===== src/rtl/game_round_ctrl_if.sv =====
`default_nettype none
// ============================================================================
// Module   : game_round_ctrl_if
// Purpose  : Bundles the round controller's control inputs and status outputs.
//            master = start/button side, slave = round controller.
// Revision : 1.0  initial release
// ============================================================================
interface game_round_ctrl_if;
  logic        tick_i;
  logic        new_game_i;
  logic        score_clr_i;
  logic [3:0]  player_en_i;
  logic [8:0]  luc_loc0_i;
  logic [8:0]  luc_loc1_i;
  logic [8:0]  luc_loc2_i;
  logic [8:0]  luc_loc3_i;
  logic [3:0]  active_o;
  logic [3:0]  alive_o;
  logic        lines_run_o;
  logic        restart_o;
  logic [1:0]  state_o;
  logic [11:0] countdown_o;
  logic [1:0]  winner_o;
  logic        winner_valid_o;
  logic [15:0] score_o;

  modport master (
    output tick_i, new_game_i, score_clr_i, player_en_i,
    output luc_loc0_i, luc_loc1_i, luc_loc2_i, luc_loc3_i,
    input  active_o, alive_o, lines_run_o, restart_o, state_o,
    input  countdown_o, winner_o, winner_valid_o, score_o
  );

  modport slave (
    input  tick_i, new_game_i, score_clr_i, player_en_i,
    input  luc_loc0_i, luc_loc1_i, luc_loc2_i, luc_loc3_i,
    output active_o, alive_o, lines_run_o, restart_o, state_o,
    output countdown_o, winner_o, winner_valid_o, score_o
  );
endinterface
`default_nettype wire


===== src/rtl/game_round_ctrl.sv =====
`default_nettype none
// ============================================================================
// Module   : game_round_ctrl
// Purpose  : Round sequencer for the gravity-runner game: latches players on
//            a new-game press, counts down, runs the round while tracking
//            eliminations, declares the winner and keeps saturating scores.
// Revision : 1.0  initial release
// ============================================================================
module game_round_ctrl #(
  parameter int unsigned COUNTDOWN_TICKS = 3000,
  parameter int unsigned HOLD_TICKS      = 2000,
  parameter int unsigned MAX_LOC         = 440
) (
  input  wire              clk_i,
  input  wire              rst_i,
  game_round_ctrl_if.slave bus
);

  typedef enum logic [1:0] {
    ST_IDLE      = 2'd0,
    ST_COUNTDOWN = 2'd1,
    ST_RUN       = 2'd2,
    ST_OVER      = 2'd3
  } state_t;

  localparam logic [11:0] c_countdown_load = 12'(COUNTDOWN_TICKS);
  localparam logic [11:0] c_hold_load      = 12'(HOLD_TICKS);
  localparam logic [8:0]  c_max_loc        = 9'(MAX_LOC);

  state_t          state_q, state_d;
  logic [11:0]     count_q, count_d;
  logic [3:0]      active_q, active_d;
  logic [3:0]      alive_q, alive_d;
  logic            restart_q, restart_d;
  logic            lines_run_q, lines_run_d;
  logic [1:0]      winner_q, winner_d;
  logic            winner_valid_q, winner_valid_d;
  logic [3:0][3:0] score_q, score_d;
  logic            prev_q;

  logic            w_edge;
  logic            w_accept;
  logic            w_round_end;
  logic [3:0]      w_off;
  logic [2:0]      w_alive_cnt;
  logic [2:0]      w_active_cnt;
  logic [1:0]      w_alive_idx;

  function automatic logic [2:0] f_popcount(input logic [3:0] v);
    return {2'b00, v[0]} + {2'b00, v[1]} + {2'b00, v[2]} + {2'b00, v[3]};
  endfunction

  // Lowest set index; only used when exactly one bit is set.
  function automatic logic [1:0] f_low_index(input logic [3:0] v);
    logic [1:0] idx;
    idx = 2'd0;
    for (int i = 3; i >= 0; i--) begin
      if (v[i]) idx = 2'(i);
    end
    return idx;
  endfunction

  // Next-state logic: accepted press overrides everything, then per-state work.
  always_comb begin
    w_edge       = bus.new_game_i & ~prev_q;
    w_accept     = w_edge & (|bus.player_en_i);
    // Unsigned compare also catches wrapped (underflowed) locations >= 472.
    w_off        = {bus.luc_loc3_i > c_max_loc, bus.luc_loc2_i > c_max_loc,
                    bus.luc_loc1_i > c_max_loc, bus.luc_loc0_i > c_max_loc};
    w_alive_cnt  = f_popcount(alive_q);
    w_active_cnt = f_popcount(active_q);
    w_alive_idx  = f_low_index(alive_q);
    // Multi-player rounds end at one survivor; any round ends when nobody is left.
    w_round_end  = (w_alive_cnt == 3'd0) ||
                   ((w_active_cnt >= 3'd2) && (w_alive_cnt == 3'd1));

    state_d        = state_q;
    count_d        = count_q;
    active_d       = active_q;
    alive_d        = alive_q;
    restart_d      = 1'b0;
    winner_d       = winner_q;
    winner_valid_d = winner_valid_q;
    score_d        = score_q;

    if (w_accept) begin
      state_d        = ST_COUNTDOWN;
      count_d        = c_countdown_load;
      active_d       = bus.player_en_i;
      alive_d        = bus.player_en_i;
      restart_d      = 1'b1;
      winner_valid_d = 1'b0;
    end else begin
      unique case (state_q)
        ST_IDLE: begin
          if (bus.score_clr_i) score_d = '0;
        end
        ST_COUNTDOWN: begin
          if (bus.tick_i) begin
            if (count_q == 12'd1) begin
              state_d = ST_RUN;
              count_d = 12'd0;
            end else if (count_q != 12'd0) begin
              count_d = count_q - 12'd1;
            end
          end
        end
        ST_RUN: begin
          if (w_round_end) begin
            state_d = ST_OVER;
            count_d = c_hold_load;
            if (w_alive_cnt == 3'd1) begin
              winner_d       = w_alive_idx;
              winner_valid_d = 1'b1;
              if (score_q[w_alive_idx] != 4'hF) begin
                score_d[w_alive_idx] = score_q[w_alive_idx] + 4'd1;
              end
            end
          end else if (bus.tick_i) begin
            alive_d = alive_q & ~w_off;
          end
        end
        ST_OVER: begin
          if (bus.tick_i) begin
            if (count_q == 12'd1) begin
              state_d = ST_IDLE;
              count_d = 12'd0;
            end else if (count_q != 12'd0) begin
              count_d = count_q - 12'd1;
            end
          end
        end
        default: begin
          state_d = ST_IDLE;
        end
      endcase
    end

    lines_run_d = (state_d == ST_RUN);
  end

  // State and output registers with asynchronous active-low reset.
  always_ff @(posedge clk_i or negedge rst_i) begin
    if (!rst_i) begin
      state_q        <= ST_IDLE;
      count_q        <= 12'd0;
      active_q       <= 4'd0;
      alive_q        <= 4'd0;
      restart_q      <= 1'b0;
      lines_run_q    <= 1'b0;
      winner_q       <= 2'd0;
      winner_valid_q <= 1'b0;
      score_q        <= '0;
      prev_q         <= 1'b0;
    end else begin
      state_q        <= state_d;
      count_q        <= count_d;
      active_q       <= active_d;
      alive_q        <= alive_d;
      restart_q      <= restart_d;
      lines_run_q    <= lines_run_d;
      winner_q       <= winner_d;
      winner_valid_q <= winner_valid_d;
      score_q        <= score_d;
      prev_q         <= bus.new_game_i;
    end
  end

  assign bus.active_o       = active_q;
  assign bus.alive_o        = alive_q;
  assign bus.lines_run_o    = lines_run_q;
  assign bus.restart_o      = restart_q;
  assign bus.state_o        = state_q;
  assign bus.countdown_o    = count_q;
  assign bus.winner_o       = winner_q;
  assign bus.winner_valid_o = winner_valid_q;
  assign bus.score_o        = score_q;

endmodule
`default_nettype wire

===== src/flat_wrapper.sv =====
// flat-port wrapper written by rule: the top's interface ports become plain ports
module game_round_ctrl_flat 
#(
  parameter int unsigned COUNTDOWN_TICKS = 3000,
  parameter int unsigned HOLD_TICKS      = 2000,
  parameter int unsigned MAX_LOC         = 440
)
  (clk_i, rst_i, bus_tick_i, bus_new_game_i, bus_score_clr_i, bus_player_en_i, bus_luc_loc0_i, bus_luc_loc1_i, bus_luc_loc2_i, bus_luc_loc3_i, bus_active_o, bus_alive_o, bus_lines_run_o, bus_restart_o, bus_state_o, bus_countdown_o, bus_winner_o, bus_winner_valid_o, bus_score_o);
  game_round_ctrl_if bus_i ();
  input  wire clk_i;
  input  wire rst_i;
  input wire logic [$bits(bus_i.tick_i)-1:0] bus_tick_i;
  input wire logic [$bits(bus_i.new_game_i)-1:0] bus_new_game_i;
  input wire logic [$bits(bus_i.score_clr_i)-1:0] bus_score_clr_i;
  input wire logic [$bits(bus_i.player_en_i)-1:0] bus_player_en_i;
  input wire logic [$bits(bus_i.luc_loc0_i)-1:0] bus_luc_loc0_i;
  input wire logic [$bits(bus_i.luc_loc1_i)-1:0] bus_luc_loc1_i;
  input wire logic [$bits(bus_i.luc_loc2_i)-1:0] bus_luc_loc2_i;
  input wire logic [$bits(bus_i.luc_loc3_i)-1:0] bus_luc_loc3_i;
  output wire logic [$bits(bus_i.active_o)-1:0] bus_active_o;
  output wire logic [$bits(bus_i.alive_o)-1:0] bus_alive_o;
  output wire logic [$bits(bus_i.lines_run_o)-1:0] bus_lines_run_o;
  output wire logic [$bits(bus_i.restart_o)-1:0] bus_restart_o;
  output wire logic [$bits(bus_i.state_o)-1:0] bus_state_o;
  output wire logic [$bits(bus_i.countdown_o)-1:0] bus_countdown_o;
  output wire logic [$bits(bus_i.winner_o)-1:0] bus_winner_o;
  output wire logic [$bits(bus_i.winner_valid_o)-1:0] bus_winner_valid_o;
  output wire logic [$bits(bus_i.score_o)-1:0] bus_score_o;
  assign bus_i.tick_i = bus_tick_i;
  assign bus_i.new_game_i = bus_new_game_i;
  assign bus_i.score_clr_i = bus_score_clr_i;
  assign bus_i.player_en_i = bus_player_en_i;
  assign bus_i.luc_loc0_i = bus_luc_loc0_i;
  assign bus_i.luc_loc1_i = bus_luc_loc1_i;
  assign bus_i.luc_loc2_i = bus_luc_loc2_i;
  assign bus_i.luc_loc3_i = bus_luc_loc3_i;
  assign bus_active_o = bus_i.active_o;
  assign bus_alive_o = bus_i.alive_o;
  assign bus_lines_run_o = bus_i.lines_run_o;
  assign bus_restart_o = bus_i.restart_o;
  assign bus_state_o = bus_i.state_o;
  assign bus_countdown_o = bus_i.countdown_o;
  assign bus_winner_o = bus_i.winner_o;
  assign bus_winner_valid_o = bus_i.winner_valid_o;
  assign bus_score_o = bus_i.score_o;
  game_round_ctrl #(.COUNTDOWN_TICKS(COUNTDOWN_TICKS), .HOLD_TICKS(HOLD_TICKS), .MAX_LOC(MAX_LOC)) u_core (.clk_i(clk_i), .rst_i(rst_i), .bus(bus_i));
endmodule

===== config.mk =====
export PLATFORM = sky130hd
export DESIGN_NAME = game_round_ctrl_flat
export DESIGN_NICKNAME = d
export VERILOG_FILES = /design/src/rtl/game_round_ctrl_if.sv /design/src/rtl/game_round_ctrl.sv /design/src/flat_wrapper.sv
export SDC_FILE = /design/constraint.sdc
export NUM_CORES = 1
export LEC_CHECK = 0
export BUFFER_PORTS_ARGS = -buffer_cell sky130_fd_sc_hd__clkbuf_2
export CORE_ASPECT_RATIO = 0.7
export CORE_MARGIN = 2
export CORE_UTILIZATION = 40
export DETAILED_ROUTE_END_ITERATION = 8
export HOLD_SLACK_MARGIN = 0.1
export PLACE_DENSITY_LB_ADDON = 0.08
export SLEW_MARGIN = 20
export SYNTH_ARGS = -nofsm -noshare
export SYNTH_HDL_FRONTEND = slang
export SYNTH_SLANG_ARGS = --single-unit
export TNS_END_PERCENT = 5

===== constraint.sdc =====
create_clock -name clk_i -period 3.8 [get_ports clk_i]
set_clock_uncertainty 0.05 [all_clocks]
set_input_delay 0.19 -clock clk_i [delete_from_list [all_inputs] [get_ports clk_i]]
set_output_delay 0.19 -clock clk_i [all_outputs]
set_load 0.01 [all_outputs]

# Word-level counts from Yosys, hierarchy flattened
# Index checks and enable logic that the tools add are counted.
# W data, S select, Z words.
# classes
order_cmp	7
add_sub_neg	8
n_bitwise	6
n_eq_ne	15
reduce_logical	19
n_mux	36
# op_table
op	n
$mux W16	4
$mux W12	5
$gt A9 B9 Y1 const B	4
$pmux W16 S2	1
$mux W4	6
$pmux W12 S2	1
$mux W2	10
$bwmux W16	1
$add A3 B1 Y3	4
$eq A12 B1 Y1 const B	1
$reduce_bool A12 Y1	1
$sub A12 B1 Y12 const B	1
$reduce_bool A2 Y1	5
$bmux W4 S2	1
$demux W4 S2	1
$ne A2 B1 Y1 const B	4
$reduce_and A4 Y1	2
$eq A2 B2 Y1 const B	3
$ne A3 B1 Y1 const B	2
$pmux W2 S3	1
$reduce_and A3 Y1	2
$reduce_and A6 Y1	1
$mux W1	5
$add A1 B1 Y2	2
20 further kinds	23
# word_totals
word_cells	104
output_inout_bits	43
ff_bits	44
input_bits	45

# Longest topological paths before layout
# Gate-level depths: netlist of run 1.
# logic_depth
ltp_word	13
mapped_depth	11

# Worst setup path before layout of run 1
# No wires, ideal clock.
# synth_path
path_kind	flip-flop to flip-flop
startpoint	register u_core.alive_q[1] (netlist: u_core.bus.alive_o[1])
endpoint	register u_core.score_q (netlist bit u_core.bus.score_o[2])
path_stages_with_launch	12
slack_ns	0.827
synth_period_minus_slack_ns	2.973
arrival_time_ns	2.856
n_path_buf	2
cell_sequence	dfrtp_1 -> ha_1 -> inv_1 -> fa_1 -> inv_1 -> ha_1 -> or4_1 -> clkbuf_1 -> o22ai_2 -> o21a_1 -> buf_6 -> a32o_1
# synth_between
elab_chain_cells	11
word_cells_on_any_way	27
cone_classes	add/sub (4); order compare (2); eq/ne (5); mux (11); reduce/logical (5)
# synth_rtl
element	line	source
start: declaration	game_round_ctrl.sv:33	logic [3:0] alive_q, alive_d;
start signal: assignment	game_round_ctrl.sv:159	alive_q <= alive_d;
branches (longest 11 deep; another with $add A3 B1 Y3)	-	
end signal: assignment	game_round_ctrl.sv:164	score_q <= score_d;
end: declaration	game_round_ctrl.sv:38	logic [3:0][3:0] score_q, score_d;
# Parallel ways; which one is timed is not known. The select of a mux whose other input is x is not followed.
# A chain may end at the register's enable or synchronous reset.

# Worst setup path after layout of run 1
# layout_path
startpoint	register u_core.alive_q[0] (netlist: u_core.bus.alive_o[0])
endpoint	register u_core.score_q (netlist bit u_core.bus.score_o[13])
# layout_between
elab_chain_cells	10
word_cells_on_any_way	26
cone_classes	add/sub (4); order compare (2); eq/ne (5); mux (10); reduce/logical (5)
# layout_rtl
element
branches (longest 10 deep; another with $add A3 B1 Y3)
# Parallel ways; which one is timed is not known. The select of a mux whose other input is x is not followed.

==> impl_results.md, run 1 <==
* Grt met1 use at 34.7%
* Core ar. at 0.00673 sq mm
* EDFF count, synth at 0
* Dominant synthesized flop cell: dfrtp_1
* Outcome: complete, no violations
* Crit path max fanout at 12
* DIE WIDTH at 103 um
* Port bufs at 87
* Async set or reset register ratio after synthesis at 100%
* Share of cells above drive strength 1 at 30.9%
* Num CTS Buffers at 5
* First-pass GRT wire length at 12.4 mm
* Util after Layout at 50.3%
* Layout net count at 427
* Worst-margin pin slew at 1.04 ns
* Area occupied by multi-input gates at 0.00150 sq mm
* Final period utilization at 89.6%
* Hold WC Path Type: input port to flip-flop
* Peak VDD IR at 0.000221 V
* Dpl hpwl at 6.02 mm
* Router iterations before antenna repair at 6
* Die height at 73.5 um
* Wire length per cell at 17.1 um
* Final GP Congestion at 0.911
* Post-Syn Nets at 342
* Starting Density at 41.1%
* Hold-fix buffers, CTS at 3
* Fillers at 663
* CP endpoint kind: flip-flop
* Lkg Pwr at 1.62 nW
* Sequential share of the synthesized area at 39.8%
* RSZ-0062 raised after global routing: no
* Max-slew headroom at 30.6%
* Crit path launch type: flip-flop
* Final Max Tran Viols at 0
* Pwr per Cell Area at 376 mW/mm^2
* Initial DRC Count at 141
* Kind of critical path: flip-flop to flip-flop
* CTS sink cnt at 44
* DR vias/cell at 5.74
* Register area at 0.00110 sq mm
* Postcts setup bufs at 0
* Max Cap Viol at 0
* Crit path DAT at 3.58 ns
* Pwr Total at 1.27 mW
* Busiest layer in global routing: met1
* Global route overflow at 0
* Diode count at 0
* DRC at 0
* Reg2reg setup slack at 0.39 ns
* Warnings, synthesis at 0
* Synth unique cells at 59
* #FFs+latches synth at 44
* Met2 global-route usage at 28.1%
* Die footprint at 0.00760 sq mm
* Final hold violation count at 0
* CTS tree: done
* Gate count after technology mapping at 288
* IO Count at 88
* Area Growth Syn to Fin at 22.4%
* Minimum clock period at 3.41 ns
* Setup Total Neg Slack at 0 ns
* Total Routing Usage GR at 21.3%
* Final ANT Viol Nets at 0
* Placed Area at 0.00325 sq mm
* WP data required at 3.98 ns
* Most common cell after layout, fill and taps aside: clkbuf_2
* Routed vias at 2675
* CTS-repair resized insts at 0
* Final WL at 7.95 mm
* Final instance area at 0.00338 sq mm
* Synthesized area at 0.00276 sq mm
* Initial antenna violation count at 0
* Worst-path clk slew at 0.08 ns
* Largest net degree at the start of global routing at 45
* Maximum clock path buffer count at 2
* Fmax at 294 MHz
* Clock Tree Root: clkbuf_8
* Vias in the first global route at 2395
* Met3 GRT Util at 4.85%
* Final Setup Violations at 0
* Mean Syn Cell Area at 9.60 sq um
* Clock latency on the worst-skew pair at 0.29 ns
* Most frequent cells in the layout: clkbuf_2, dfrtp_1, nand2_1
* H-tree depth at 2
* FP Rows at 25
## power by group
group          switching (mW)  internal (mW)  total (mW)
Clock                   0.154          0.189       0.343
Combinational           0.211          0.153       0.364
Sequential             0.0576          0.506       0.564
## sequential cells by signal, indices dropped and copies added (netlist names)
signal,cells
u_core.bus.state_o,2
u_core.bus.countdown_o,12
u_core.bus.winner_valid_o,1
u_core.bus.lines_run_o,1
u_core.bus.score_o,16
u_core.bus.winner_o,2
u_core.bus.alive_o,4
u_core.prev_q,1
u_core.bus.active_o,4
u_core.bus.restart_o,1
## critical path: stages (launching register included)
cell     delay [ns]
dfrtp_1        0.52
ha_1           0.35
inv_1          0.04
fa_1           0.36
inv_1          0.06
ha_1           0.22
or4_1          0.64
o22ai_2        0.41
o21a_1         0.43
a32o_1         0.23
## path summary, 6_finish.rpt
| check | start | cells past startpoint | end |
|---|---|---|---|
| worst max-delay path | u_core.bus.alive_o[0]$_DFFE_PN0P_ | 9 | u_core.bus.score_o[13]$_DFFE_PN0P_ |
| worst min-delay path | bus_player_en_i[0] | 3 | u_core.bus.active_o[0]$_DFFE_PN0P_ |
| worst max register to register | u_core.bus.alive_o[0]$_DFFE_PN0P_ | 9 | u_core.bus.score_o[13]$_DFFE_PN0P_ |
| worst min register to register | u_core.bus.winner_valid_o$_DFFE_PN0P_ | 2 | u_core.bus.winner_valid_o$_DFFE_PN0P_ |
| max in group asynchronous | rst_i | 3 | u_core.bus.score_o[1]$_DFFE_PN0P_ |
| min in group asynchronous | rst_i | 3 | u_core.bus.countdown_o[1]$_DFFE_PN0P_ |
## per-layer routing
| metal | vias up | wire (um) |
|---|---|---|
| met4 | 0 | 86 |
| met5 | - | 0 |
| met1 | 1263 | 4030 |
| li1 | 1274 | - |
| met2 | 130 | 3170 |
| met3 | 8 | 659 |
## final cells by class
type                    instances  area share (%)
multi-input cells             210            44.3
flip-flops and latches         44            32.6
repair buffers                 95            14.9
well taps                      94            3.48
clock buffers                   5            2.03
inverters                      17            1.89
clock inverters                 1           0.888
## cells in the mapped netlist, drive strengths merged (2+ instances only)
master / count / area [sq um]
dfrtp: 44 / 1100
nand2: 38 / 143
inv: 16 / 60.1
a32o: 14 / 140
nor2: 12 / 45.0
a21oi: 11 / 55.1
o311ai: 11 / 96.3
or3: 10 / 66.3
buf: 9 / 71.3
clkbuf: 8 / 30.0
ha: 8 / 100
nand2b: 7 / 43.8
o2bb2ai: 7 / 61.3
nor3: 6 / 30.0
or2: 6 / 40.0
nor2b: 5 / 31.3
o211ai: 5 / 37.5
o21ai: 5 / 25.0
o22ai: 5 / 37.5
a41oi: 4 / 35.0
nor4: 4 / 40.0
o211a: 4 / 40.0
a221o: 3 / 30.0
and2: 3 / 18.8
mux2i: 3 / 30.0
nor3b: 3 / 22.5
o221ai: 3 / 26.3
o31a: 3 / 27.5
o31ai: 3 / 22.5
o32ai: 3 / 26.3
or4: 3 / 26.3
a211oi: 2 / 15.0
a21o: 2 / 15.0
a22o: 2 / 18.8
nand3b: 2 / 15.0
o41ai: 2 / 36.3
## cells by family after synthesis
family | synth area share (%)
muxes | 1.09
buffers and inverters | 5.98
and+or+nand+nor | 19.6
adders and majority gates | 4.35
AOI/OAI and AO/OA | 29.1
DFF | 39.8
## per-stage QoR
step           hold slack, ns  instances  setup slack, ns
3_3_place_gp            0.257        457            0.479
6_report                0.106        466            0.394
5_1_grt                 0.107        466            0.146
3_5_place_dp            0.263        457            0.457
2_1_floorplan          -0.156        288            0.827
4_1_cts                 0.105        466            0.408
Power figures use the tool's default switching activity.
==> run 2: changes to the inputs <==
Settings changed: CORE_MARGIN 2 to 1.5.
==> run 2 against run 1 <==
  * Die area fell by 2.3%
  * First-iteration DRC count up 11%
  * Critical path depth shrank 1
  * Non-clock buffer count grew 2
  * Cell count rose by 0.86%
  * Largest cell class unchanged
==> impl_results.md, run 2 (synthesized netlist as in run 1, its figures left out) <==
* Clock latency on the worst-skew pair at 0.30 ns (was 0.29 ns)
* Clock Tree Root: clkbuf_8 (unchanged)
* Met1 Routed Length at 3.97 mm (was 4.03 mm)
* Largest net degree at the start of global routing at 45 (unchanged)
* CTS-repair resized insts at 0 (unchanged)
* Dpl hpwl at 6.18 mm (was 6.02 mm)
* Port bufs at 87 (unchanged)
* Minimum clock period at 3.47 ns (was 3.41 ns)
* Max FFs per register at 16 (unchanged)
* Top delay family on crit path: simple AND/OR/NAND/NOR gates (was compound AO/OA/AOI/OAI gates)
* Core ar. at 0.00673 sq mm (unchanged)
* Fillers at 675 (was 663)
* WP data required at 3.93 ns (was 3.98 ns)
* CP endpoint kind: flip-flop (unchanged)
* Kind of critical path: flip-flop to flip-flop (unchanged)
* Diode count at 0 (unchanged)
* Max-slew headroom at 42.9% (was 30.6%)
* CTS sink cnt at 44 (unchanged)
* DRC at 0 (unchanged)
* Lkg Pwr at 1.64 nW (was 1.62 nW)
* Peak VDD IR at 0.000150 V (was 0.000221 V)
* Final period utilization at 91.4% (was 89.6%)
* Most frequent cells in the layout: clkbuf_2, dfrtp_1, nand2_1 (unchanged)
* Initial DRC Count at 157 (was 141)
* Num CTS Buffers at 5 (unchanged)
* Crit path max fanout at 14 (was 12)
* Final Max Tran Viols at 0 (unchanged)
* CTS tree: done (unchanged)
* H-tree depth at 2 (unchanged)
* WL met2 at 3.24 mm (was 3.17 mm)
* Crit path launch type: flip-flop (unchanged)
* Vias in the first global route at 2441 (was 2395)
* Worst-margin pin slew at 0.846 ns (was 1.04 ns)
* Initial antenna violation count at 0 (unchanged)
* DIE WIDTH at 102 um (was 103 um)
* HP Start: bus_player_en_i[2] (was bus_player_en_i[0])
* Area occupied by multi-input gates at 0.00150 sq mm (unchanged)
* Final WL at 7.98 mm (was 7.95 mm)
* Maximum clock path buffer count at 2 (unchanged)
* Global route overflow at 0 (unchanged)
* CP Cell Sequence: ha_1, inv_1, fa_1, a2111oi_0, or4_1, nand2_1, or2_2, a221o_1 (was ha_1, inv_1, fa_1, inv_1, ha_1, or4_1, o22ai_2, o21a_1, a32o_1)
* Top Layer Used: met4 (unchanged)
* Most common cell after layout, fill and taps aside: clkbuf_2 (unchanged)
* Final ANT Viol Nets at 0 (unchanged)
* Worst-path clk slew at 0.08 ns (about the same)
* Pwr per Cell Area at 385 mW/mm^2 (was 376 mW/mm^2)
* RR Startpoint: u_core.bus.alive_o[0]$_DFFE_PN0P_ (unchanged)
* Share of cells above drive strength 1 at 31.1% (was 30.9%)
* Max Cap Viol at 0 (unchanged)
* Fmax at 288 MHz (was 294 MHz)
* Final GP Congestion at 0.862 (was 0.911)
* First-pass GRT wire length at 12.7 mm (was 12.4 mm)
* Hold Path Stages at 3 (unchanged)
* Pwr Total at 1.32 mW (was 1.27 mW)
* Area Growth Syn to Fin at 24.1% (was 22.4%)
* Router iterations before antenna repair at 5 (was 6)
* IO Count at 88 (unchanged)
* Met3 Wirelength at 724 um (was 659 um)
* Final hold violation count at 0 (unchanged)
* Register area at 0.00110 sq mm (unchanged)
* Hold WC Path Type: input port to flip-flop (unchanged)
* Setup Total Neg Slack at 0 ns (unchanged)
* Final Setup Violations at 0 (unchanged)
* RSZ-0062 raised after global routing: no (unchanged)
* Cell count along the critical path at 8 (was 9)
* Die footprint at 0.00743 sq mm (was 0.00760 sq mm)
* Routed vias at 2684 (was 2675)
* Worst setup path start: u_core.bus.alive_o[0]$_DFFE_PN0P_ (unchanged)
* Die height at 72.5 um (was 73.5 um)
* Worst Reg2Reg Path Length in Cells at 8 (was 9)
* Layout net count at 429 (was 427)
* CP max-delay cell: dfrtp_1 (was or4_1)
* Total Routing Usage GR at 22.5% (was 21.3%)
* FP Rows at 25 (unchanged)
* Worst Path Buf+Inv at 1 (was 2)
* Crit path DAT at 3.60 ns (was 3.58 ns)
* Starting Density at 41.1% (unchanged)
* Crit path largest cell delay at 0.59 ns (was 0.64 ns)
* DR vias/cell at 5.71 (was 5.74)
* Wire length per cell at 17.0 um (was 17.1 um)
* Outcome: complete, no violations (unchanged)
run 2: cell types whose count changed in the layout (fill, tap and decap cells not counted), sizes merged:
| cell | previous run | this run |
|---|---|---|
| clkbuf | 92 | 94 |
| dlygate4sd3 | 3 | 5 |
run 2: stage by stage:
stage	setup WS, ns	cells	instance area (sq um)	utilization [%]	hold slack, ns
after CTS	0.339	470	3430	51.0	0.112
after detailed placement	0.385	457	3250	48.4	0.258
final	0.328	470	3430	51.0	0.111
after global routing	0.111	470	3430	51.0	0.145
after global placement	0.528	457	3250	48.4	0.257
after floorplan	0.827	288	2760	-	-0.156
run 2: area by class of cell:
type / instances / share of cell area [%]
inverters: 17 / 1.86
repair buffers: 97 / 15.2
flip-flops and latches: 44 / 32.1
clock inverters: 1 / 0.876
clock buffers: 7 / 2.81
multi-input cells: 210 / 43.7
well taps: 94 / 3.43
run 2: final timing paths:
check | endpoint | slack [ns]
hold / removal | u_core.bus.active_o[2]$_DFFE_PN0P_ | 0.11
min in group asynchronous | u_core.bus.countdown_o[2]$_DFFE_PN0P_ | 0.46
setup reg to reg | u_core.bus.countdown_o[3]$_DFFE_PN0P_ | 0.33
setup / recovery | u_core.bus.countdown_o[3]$_DFFE_PN0P_ | 0.33
hold reg to reg | u_core.bus.winner_valid_o$_DFFE_PN0P_ | 0.45
max in group asynchronous | u_core.bus.countdown_o[9]$_DFFE_PN0P_ | 2.85
run 2: routing by layer:
metal / up-vias / global-route usage [%]
li1: 1282 / -
met1: 1264 / 36.2
met2: 131 / 31.1
met3: 7 / 4.24
met4: 0 / 4.41
met5: - / 0
run 2: repair_timing:
action / CTS / global route
endpoints found under the hold margin: 51 / 0
setup endpoints to repair: 0 / 0
hold buffers: 5 / 0
buffers inserted: 0 / 0
run 2: worst register-to-register path: cells and delay by family (launching register included):
family,cells,cell delay [ns]
simple gates,3,1.15
flops,1,0.59
compound gates,2,0.79
buf+inv,1,0.06
fa+ha+maj,2,0.72
run 2: power breakdown:
group / switching (mW) / internal [mW]
Combinational: 0.210 / 0.153
Clock: 0.159 / 0.232
Sequential: 0.0593 / 0.506
Total: 0.429 / 0.891
==> run 3: changes to the inputs <==
Settings changed: BUFFER_PORTS_ARGS -buffer_cell sky130_fd_sc_hd__clkbuf_2 to unset, DONT_BUFFER_PORTS set to 1, TNS_END_PERCENT 5 to 1.
==> run 3 against run 2 <==
  * Global-route usage shrank 0.28 points
  * Register-to-register slack gained 0.09 ns
  * Die area is the same
  * Maximum frequency grew 2.6%
  * Sequential share of layout area grew 4.1 points
  * Critical path depth is the same
==> impl_results.md, run 3 (synthesized netlist as in run 1, its figures left out) <==
* Reg-to-reg endpoint: u_core.bus.alive_o[2]$_DFFE_PN0P_ (was u_core.bus.countdown_o[3]$_DFFE_PN0P_)
* RR Startpoint: u_core.bus.alive_o[0]$_DFFE_PN0P_ (unchanged)
* Crit path DAT at 3.51 ns (was 3.60 ns)
* Worst-margin pin slew at 0.835 ns (was 0.846 ns)
* DIE WIDTH at 102 um (unchanged)
* H-tree depth at 2 (unchanged)
* DRC at 0 (unchanged)
* Max-slew headroom at 43.7% (was 42.9%)
* IO Count at 88 (unchanged)
* Top delay family on crit path: compound AO/OA/AOI/OAI gates (was simple AND/OR/NAND/NOR gates)
* Busiest layer in global routing: met1 (unchanged)
* Most frequent cells in the layout: dfrtp_1, nand2_1, inv_1 (was clkbuf_2, dfrtp_1, nand2_1)
* Num CTS Buffers at 5 (unchanged)
* Switching Fraction at 35.5% (was 32.5%)
* Final GP Congestion at 0.866 (was 0.862)
* Most common cell after layout, fill and taps aside: dfrtp_1 (was clkbuf_2)
* Setup Total Neg Slack at 0 ns (unchanged)
* Clock share of power at 26.1% (was 29.6%)
* Clock Tree Root: clkbuf_8 (unchanged)
* Initial antenna violation count at 0 (unchanged)
* CTS-repair resized insts at 0 (unchanged)
* Die height at 72.5 um (unchanged)
* Lkg Pwr at 1.30 nW (was 1.64 nW)
* Global route overflow at 0 (unchanged)
* Met3 GRT Util at 5.39% (was 4.24%)
* DR vias/cell at 6.09 (was 5.71)
* Sequential Power Share at 47.4% (was 42.8%)
* Layout net count at 349 (was 429)
* Hold Path Stages at 3 (unchanged)
* Met2 global-route usage at 29.4% (was 31.1%)
* WP data required at 3.93 ns (about the same)
* Outcome: complete, no violations (unchanged)
* Final Max Tran Viols at 0 (unchanged)
* Worst Path Buf+Inv at 2 (was 1)
* Crit path largest cell delay at 0.61 ns (was 0.59 ns)
* RSZ-0062 raised after global routing: no (unchanged)
* Starting Density at 41.1% (unchanged)
* First-pass GRT wire length at 12.5 mm (was 12.7 mm)
* Routed vias at 2377 (was 2684)
* Die footprint at 0.00743 sq mm (unchanged)
* CTS tree: done (unchanged)
* Router iterations before antenna repair at 4 (was 5)
* Most used cell, CP: o311ai_0
* Wire length per cell at 20.3 um (was 17.0 um)
* Share of cells above drive strength 1 at 11.1% (was 31.1%)
* Core ar. at 0.00673 sq mm (unchanged)
* CP endpoint kind: flip-flop (unchanged)
* Dpl hpwl at 5.93 mm (was 6.18 mm)
* Final Setup Violations at 0 (unchanged)
* Fmax at 295 MHz (was 288 MHz)
* Vias in the first global route at 2190 (was 2441)
* Port bufs at 0 (was 87)
* Logic pwr share at 26.5% (was 27.5%)
* Final WL at 7.91 mm (was 7.98 mm)
* Worst-path clk slew at 0.08 ns (about the same)
* Clock latency on the worst-skew pair at 0.29 ns (was 0.30 ns)
* Crit path max fanout at 4 (was 14)
* CP Cell Sequence: ha_1, inv_1, fa_1, a2111oi_0, o311ai_0, o311ai_0, nand2_1, dlygate4sd3_1 (was ha_1, inv_1, fa_1, a2111oi_0, or4_1, nand2_1, or2_2, a221o_1)
* Sw Pwr at 0.429 mW (about the same)
* CTS sink cnt at 44 (unchanged)
* HP Start: bus_luc_loc0_i[7] (was bus_player_en_i[2])
* Total Routing Usage GR at 22.3% (was 22.5%)
* Max FFs per register at 16 (unchanged)
* Pwr per Cell Area at 398 mW/mm^2 (was 385 mW/mm^2)
* Hold path endpoint: u_core.bus.alive_o[0]$_DFFE_PN0P_ (was u_core.bus.active_o[2]$_DFFE_PN0P_)
* Area Growth Syn to Fin at 10.0% (was 24.1%)
* Final period utilization at 89.1% (was 91.4%)
* Crit path launch type: flip-flop (unchanged)
* Maximum clock path buffer count at 2 (unchanged)
* Max Cap Viol at 0 (unchanged)
* CP max-delay cell: a2111oi_0 (was dfrtp_1)
* Initial DRC Count at 207 (was 157)
* Hold-fix buffers, CTS at 9 (was 5)
* Final ANT Viol Nets at 0 (unchanged)
* Min Hold Slack at 0.111 ns (about the same)
* P_int at 0.780 mW (was 0.891 mW)
* Minimum clock period at 3.38 ns (was 3.47 ns)
* Kind of critical path: flip-flop to flip-flop (unchanged)
* FP Rows at 25 (unchanged)
* Worst Reg2Reg Path Length in Cells at 8 (unchanged)
* Diode count at 0 (unchanged)
* Postcts setup bufs at 0 (unchanged)
* Final hold violation count at 0 (unchanged)
* Largest net degree at the start of global routing at 45 (unchanged)
* Grt met1 use at 36.6% (was 36.2%)
* Reg2reg setup slack at 0.42 ns (was 0.33 ns)
* Hold WC Path Type: input port to flip-flop (unchanged)
* Peak VDD IR at 0.000248 V (was 0.000150 V)
## run 3: cell count changes in the layout (fill, tap and decap cells not counted), sizes merged
cell / before / now
bufinv: 1 / 0
dlygate4sd3: 5 / 8
clkinvlp: 0 / 1
buf: 5 / 9
clkbuf: 94 / 7
## run 3: stage by stage
| stage | area [sq um] | util (%) | power [mW] | cells | setup slack (ns) |
|---|---|---|---|---|---|
| 2_1_floorplan | 2760 | - | 0.800 | 288 | 0.827 |
| 3_3_place_gp | 2840 | 42.2 | 0.880 | 373 | 0.644 |
| 3_5_place_dp | 2840 | 42.2 | 0.880 | 373 | 0.610 |
| 4_1_cts | 3040 | 45.2 | 1.21 | 390 | 0.409 |
| 5_1_grt | 3040 | 45.2 | 1.28 | 390 | 0.207 |
| 6_report | 3040 | 45.2 | 1.21 | 390 | 0.416 |
## run 3: how the worst max path moves through the flow
stage | start | end | slack [ns] | cells after the start
finish | u_core.bus.alive_o[0]$_DFFE_PN0P_ | u_core.bus.alive_o[2]$_DFFE_PN0P_ | 0.42 | 8
CTS | u_core.bus.alive_o[0]$_DFFE_PN0P_ | u_core.bus.alive_o[2]$_DFFE_PN0P_ | 0.41 | 8
global placement | u_core.bus.alive_o[0]$_DFFE_PN0P_ | u_core.bus.score_o[0]$_DFFE_PN0P_ | 0.64 | 9
global route | u_core.bus.alive_o[0]$_DFFE_PN0P_ | u_core.bus.alive_o[2]$_DFFE_PN0P_ | 0.21 | 8
floorplan | u_core.bus.alive_o[1]$_DFFE_PN0P_ | u_core.bus.score_o[2]$_DFFE_PN0P_ | 0.83 | 11
detailed placement | u_core.bus.alive_o[0]$_DFFE_PN0P_ | u_core.bus.score_o[2]$_DFFE_PN0P_ | 0.61 | 9
## run 3: area by class of cell
class	instances	area [sq um]
repair buffers	17	168
flip-flops and latches	44	1100
clock inverters	1	7.51
clock buffers	7	86.3
fillers	641	3680
well taps	94	118
multi-input cells	210	1500
inverters	17	63.8
## run 3: worst min-delay path: cells and delay by family
family	cells	cell delay (ns)
AND/OR/NAND/NOR	2	0.12
AO/OA/AOI/OAI	1	0.11
## run 3: per-layer routing
layer	wire length (um)	part of all wire, %	up-vias
li1	-	-	1130
met1	4050	51	1132
met2	3160	40	113
met3	662	8.4	2
met4	29	0.37	0
met5	0	0	-
## run 3: power groups by stage
stage                     registers (mW)  logic [mW]  clock network [mW]
after floorplan                    0.572       0.228                   0
after CTS                          0.575       0.319               0.319
after global placement             0.583       0.297                   0
final                              0.573       0.321               0.316
after detailed placement           0.584       0.295                   0
after global routing               0.584       0.359               0.341
